--- src/rtl/id_stage_regs.sv ---
// MIPS32 instruction-decode stage: register bank with write-back bypass,
// immediate extender, load-use hazard detection and the ID/EX pipeline register.
module id_stage_regs #(
  parameter int DATA_W = 32,
  parameter int NREGS  = 32,
  parameter int BYPASS = 1,
  localparam int AW    = $clog2(NREGS)
) (
  input  logic              clk,
  input  logic              reset,
  input  logic [31:0]       id_instr,
  input  logic              id_valid,
  input  logic              id_uses_rt,
  input  logic              id_zext,
  input  logic              wb_we,
  input  logic [AW-1:0]     wb_addr,
  input  logic [DATA_W-1:0] wb_data,
  input  logic              ex_mem_read,
  input  logic [AW-1:0]     ex_rt_in,
  input  logic              hold,
  input  logic              flush,
  output logic              stall,
  output logic              ex_valid,
  output logic [DATA_W-1:0] ex_dr1,
  output logic [DATA_W-1:0] ex_dr2,
  output logic [DATA_W-1:0] ex_imm,
  output logic [AW-1:0]     ex_rs,
  output logic [AW-1:0]     ex_rt,
  output logic [AW-1:0]     ex_rd
);

  logic [DATA_W-1:0] regs [NREGS];
  logic [AW-1:0]     rs, rt, rd;
  logic [15:0]       imm16;
  logic [DATA_W-1:0] rd1, rd2, imm_ext;
  logic              wb_live;
  logic              hazard;
  logic              unused_instr_bits;

  // Register fields are truncated to AW bits when NREGS < 32.
  assign rs    = id_instr[21 +: AW];
  assign rt    = id_instr[16 +: AW];
  assign rd    = id_instr[11 +: AW];
  assign imm16 = id_instr[15:0];
  assign unused_instr_bits = ^id_instr;

  assign wb_live = wb_we && (wb_addr != '0);

  always_ff @(posedge clk or posedge reset) begin
    if (reset) begin
      for (int i = 0; i < NREGS; i++) regs[i] <= '0;
    end else if (wb_live) begin
      regs[wb_addr] <= wb_data;
    end
  end

  always_comb begin
    rd1 = (rs == '0) ? '0 : regs[rs];
    rd2 = (rt == '0) ? '0 : regs[rt];
    if ((BYPASS != 0) && wb_live && (wb_addr == rs)) rd1 = wb_data;
    if ((BYPASS != 0) && wb_live && (wb_addr == rt)) rd2 = wb_data;
  end

  assign imm_ext = id_zext ? DATA_W'(imm16) : DATA_W'($signed(imm16));

  // A load in EX whose destination feeds this instruction forces one bubble;
  // a taken branch kills the decode anyway, so it never stalls.
  assign hazard = id_valid && ex_mem_read && ex_valid && (ex_rt_in != '0) &&
                  ((ex_rt_in == rs) || (id_uses_rt && (ex_rt_in == rt)));
  assign stall  = hazard && !flush;

  // ex_valid qualifies every other ex_* field: when low the stage holds a
  // bubble and downstream logic must ignore the data.
  always_ff @(posedge clk or posedge reset) begin
    if (reset) begin
      ex_valid <= 1'b0;
      ex_dr1   <= '0;
      ex_dr2   <= '0;
      ex_imm   <= '0;
      ex_rs    <= '0;
      ex_rt    <= '0;
      ex_rd    <= '0;
    end else if (flush || (!hold && stall)) begin
      ex_valid <= 1'b0;
      ex_dr1   <= '0;
      ex_dr2   <= '0;
      ex_imm   <= '0;
      ex_rs    <= '0;
      ex_rt    <= '0;
      ex_rd    <= '0;
    end else if (!hold) begin
      ex_valid <= id_valid;
      ex_dr1   <= rd1;
      ex_dr2   <= rd2;
      ex_imm   <= imm_ext;
      ex_rs    <= rs;
      ex_rt    <= rt;
      ex_rd    <= rd;
    end
  end

endmodule
--- config.mk ---
export PLATFORM = sky130hd
export DESIGN_NAME = id_stage_regs
export DESIGN_NICKNAME = d
export VERILOG_FILES = /design/src/rtl/id_stage_regs.sv
export SDC_FILE = /design/constraint.sdc
export NUM_CORES = 2
export LEC_CHECK = 0
export CORE_ASPECT_RATIO = 1.4
export CORE_MARGIN = 4
export CORE_UTILIZATION = 35
export DETAILED_ROUTE_END_ITERATION = 6
export PLACE_DENSITY_LB_ADDON = 0.3
export SYNTH_ARGS = -nofsm -noshare
export SYNTH_HDL_FRONTEND = slang
export SYNTH_SLANG_ARGS = --single-unit
export TNS_END_PERCENT = 20
--- constraint.sdc ---
create_clock -name clk -period 70 [get_ports clk]
set_clock_uncertainty 0.15 [all_clocks]
set_input_delay 14 -clock clk [delete_from_list [all_inputs] [get_ports clk]]
set_output_delay 14 -clock clk [all_outputs]
set_load 0.005 [all_outputs]
== Yosys cells after proc, flatten, opt, wreduce, memory -nomap -nowiden ==
Index checks and enable logic that the tools add are counted.

* Flip-flop bits (word level): 1136
* Bits in latches: 0
* Memory bits (writable): 0
* ROM bits: 0
* Bits of input ports: 83
* Output and inout port bits: 113
* Memories: 0

* Add/subtract/negate cells: 0
* Multiply operators: 0
* Div/mod/pow operators: 0
* Magnitude comparators: 4
* Equal/unequal tests: 5
* Shift operators: 0
* Multiplexer cells: 28
* Bitwise gates (word level): 3
* Reductions and logical operators: 19

{| class="wikitable"
|+ Operators with widths
! cell !! number
|-
| $bwmux W1024 || 1
|-
| $mux W32 || 16
|-
| $bmux W32 S5 || 2
|-
| $demux W32 S5 || 1
|-
| $mux W5 || 6
|-
| $eq A5 B5 Y1 || 4
|-
| $ge A6 B6 Y1 const B || 3
|-
| $not A5 Y6 || 3
|-
| $logic_and A1 B1 Y1 || 11
|-
| $logic_not A5 Y1 || 2
|-
| $reduce_bool A5 Y1 || 2
|-
| $lt A6 B1 Y1 const B || 1
|-
| $logic_not A1 Y1 || 2
|-
| $logic_or A1 B1 Y1 || 2
|-
| $mux W1 || 2
|-
| $ne A2 B1 Y1 const B || 1
|}

== Longest topological paths before layout ==
* Depth after elaboration: 8
* Gate-level depth with buffers: 10
* Depth with buffers taken out: 6

== Worst setup path before layout ==
Ideal clock, no wire load.

* Kind: in2out
* Start point: input id_instr[23]
* End point: output stall
* Arrival: 14.925 ns
* Data required time: 55.850 ns
* Path slack: 40.925 ns
* Cell stages on the path: 5
* Path buffers: 1
* Cell sequence: clkbuf_1 > xnor2_1 > nand3_1 > o22ai_1 > and2_1

* Longest elaborated chain between the ends: 4

{| class="wikitable"
|+ Ends and longest elaborated chain
! item !! RTL line !! source
|-
| start: declaration || 11 || <nowiki>input logic [31:0] id_instr,</nowiki>
|-
| $eq A5 B5 Y1 || 69 || <nowiki>((ex_rt_in == rs) || (id_uses_rt && (ex_rt_in == rt)));</nowiki>
|-
| $logic_or A1 B1 Y1 || 69 ||
|-
| $logic_and A1 B1 Y1 || 68 || <nowiki>assign hazard = id_valid && ex_mem_read && ex_valid && (ex_rt_in != '0) &&</nowiki>
|-
| $logic_and A1 B1 Y1 || 70 || <nowiki>assign stall = hazard && !flush;</nowiki>
|-
| end: declaration || 22 || <nowiki>output logic stall,</nowiki>
|}

Every way passes these cells.

== Worst setup path in the final report ==
Same ends and word-level chain as after synthesis.

==> run summary <==
first-pass GRT wire length -> 285500 um
post-CTS sizing -> 0
reg2reg path depth -> 7
crit-path cells -> clkdlybuf4s50_1 > buf_4 > xnor2_1 > nand3_1 > o22ai_1 > and2_1 > clkdlybuf4s50_1
CTS tree -> yes
IR drop worst, VDD -> 0.01903 mV
die width -> 351.4 um
Die H -> 488.7 um
Worst setup EP type -> output pin
worst hold slack -> 0.2478 ns
initial core utilization -> 35.17%
Hold Crit Start -> regs[994]
Primary FF master, synth -> dfrtp_1
Clock Latency Late Sink -> 0.73 ns
worst min-delay path class -> flop to flop
measured slew at the worst slew-check pin -> 1.310 ns
CTS H-Tree Depth -> 3
global placement routability congestion -> 0.7747
drt drc -> 0
share of the synthesized area in the top cell type -> 48.34%
TritonCTS Buffers -> 106
hold depth -> 0
CTS Root Cell -> clkbuf_16
Slowest cell on crit path -> clkdlybuf4s50_1
crit path max fanout -> 25
Synth area leader -> dfrtp_1
final core occ -> 39.64%
register bit count reported by yosys -> 1116
max incr delay on CP -> 0.52 ns
initial antenna violation count -> 12
reg2reg end -> ex_dr1[4]
Fmax -> 32.67 MHz
worst path buffer plus inverter count -> 3
# IOs -> 196
worst path arrival time -> 16.46 ns
row count -> 176
Final min period -> 30.61 ns
Initial DRC Count -> 3402
GRT Residual Overflow -> 0
clk sink count -> 1116
Slew Limit Fails -> 0
Hold Fails Final Rpt -> 0
area grow syn2layout -> 12.72%
GRT Util Overall -> 22.82%
DP HPWL -> 106500 um
Slew headroom -> 12.38%
Worst-path clk slew -> 0.07 ns
synthesized area per cell -> 14.37 um2
CORE AREA -> 164300 um2
fill cell count -> 15240
final WL -> 197700 um
DR vias -> 37660
Critical Path RT -> 55.85 ns
vias per cell -> 6.110
DRT Pass-1 Iters -> 5
Post-CTS Setup Bufs -> 0
largest net degree at the start of global routing -> 180
total power -> 1.810 mW
RSZ-0062 raised after global routing -> no
reg-to-reg startpoint -> ex_valid
CP most frequent cell -> clkdlybuf4s50_1
final worst setup slack -> 39.39 ns
total negative slack -> 0 ns
Post-Synthesis Cell Area -> 57780 um2
final setup violation count -> 0
Final ANT Viol Nets -> 0
Period Utilization, post-route -> 43.72%
Die Area -> 171700 um2
fraction of registers with async set/reset -> 100.0%
Leak -> 27.86 nW
critical path class -> input port to output pin
DP Worst Slack -> 39.43 ns
number of port buffers -> 189
vias in the first global route -> 39150
Worst setup SP type -> input port
sequential fraction of the synthesis area -> 48.34%
Mapped Cells -> 4021
Yosys cell types -> 52
fin nets -> 4017
Top Family by Delay on Critical Path -> buffers and inverters
synth top area cells -> dfrtp_1 48%, mux2_2 20%, mux4_2 15%
run status -> completed
Max Root-Sink Buffers -> 3
r2r setup slk -> 66.91 ns
DR WL/cell -> 32.08 um
share of cells above drive strength 1 -> 43.34%
Setup crit start -> id_instr[23]
Hold EP -> regs[994]
Syn Nets -> 4104
yosys warns -> 0
number of synthesized flops with an enable pin -> 0
Max-cap violations -> 0
Pwr per Cell Area -> 27.80 nW/um2
Post-CTS Hold Fix Bufs -> 0
-- worst max-delay path by stage --
stage | end | slack, ns | cells after the start
detailed placement | stall | 39.43 | 7
global placement | stall | 39.43 | 7
global route | stall | 39.28 | 7
CTS | stall | 39.40 | 7
finish | stall | 39.39 | 7
floorplan | ex_dr1[0] | 24.43 | 1
-- sequential cells by signal, summed over array words and instances, names as in the netlist --
signal / flops
ex_valid: 1
ex_imm: 17
ex_dr1: 32
regs: 1024
ex_rs: 5
ex_rt: 5
ex_dr2: 32
-- Yosys cell counts, types with 5 or more instances --
cell type and instances:
nand3_1 27, mux4_2 386, a21o_1 9, nor2_1 20, xor2_1 6, buf_4 38, and2_1 39, a221o_1 32
o21ai_0 43, a21oi_1 60, nor3_1 14, a22o_1 39, nor2b_1 20, buf_2 90, o221ai_1 31, clkbuf_1 281
buf_1 64, a211o_1 5, a211oi_1 46, nor3b_1 5, o22ai_1 68, nand2b_1 5, o211ai_1 22, nand4_1 20
xnor2_1 14, a22oi_1 144, o21ai_1 8, a32o_1 5, dfrtp_1 1116, and3_1 11, mux2_2 1023, nand2_1 60
nor4_1 5, mux2i_1 228, a31oi_1 6
-- through the flow --
step / area (um2) / cells
2_1_floorplan: 57780 / 4021
3_3_place_gp: 61400 / 5962
3_5_place_dp: 61400 / 5962
4_1_cts: 65120 / 6158
5_1_grt: 65120 / 6159
6_report: 65130 / 6163
-- report_power, final --
part | internal [mW] | leakage (nW) | switching (mW) | total (mW)
registers | 0.760 | 14.4 | 0.0846 | 0.845
logic | 0.202 | 11.6 | 0.141 | 0.343
clock network | 0.356 | 1.83 | 0.267 | 0.622
-- cells in the final DEF (no fill, tap or decap), types with 44 or more instances in the layout --
cell type and instances:
dfrtp_1 1116, mux2_2 1023, mux4_2 386, mux2i_1 228, clkdlybuf4s50_1 181, a22oi_1 144, clkbuf_16 108, buf_4 85
o22ai_1 68, a21oi_1 60, a211oi_1 45, nand2_1 44
-- logic make-up after synthesis --
group	count (synthesis)	synth area share, %
flip-flops	1116	48.34
buffers and inverters	476	3.547
XOR/XNOR	20	0.3032
multiplexers	1638	38.95
AND/OR/NAND/NOR	241	2.239
AO/OA/AOI/OAI	530	6.620
-- metal layers --
layer	global-route usage [%]	up-vias	share of wire [%]
li1	-	15300	-
met2	38.30	1342	49
met3	3.954	347	6.6
met5	0	-	0.028
met4	8.393	10	3.8
met1	29.68	20660	40
-- layout make-up --
cell class,count,area [um2],area share [%]
multi-input combinational,2429,28120,43.18
timing repair buffer,279,2668,4.096
inverter,2,15.01,0.02305
tap,2136,2673,4.104
antenna,5,12.51,0.01921
sequential,1116,27930,42.88
clock buffer,156,3183,4.887
clock inverter,40,529.3,0.8126
No activity file was read; power rests on OpenSTA's default activity.
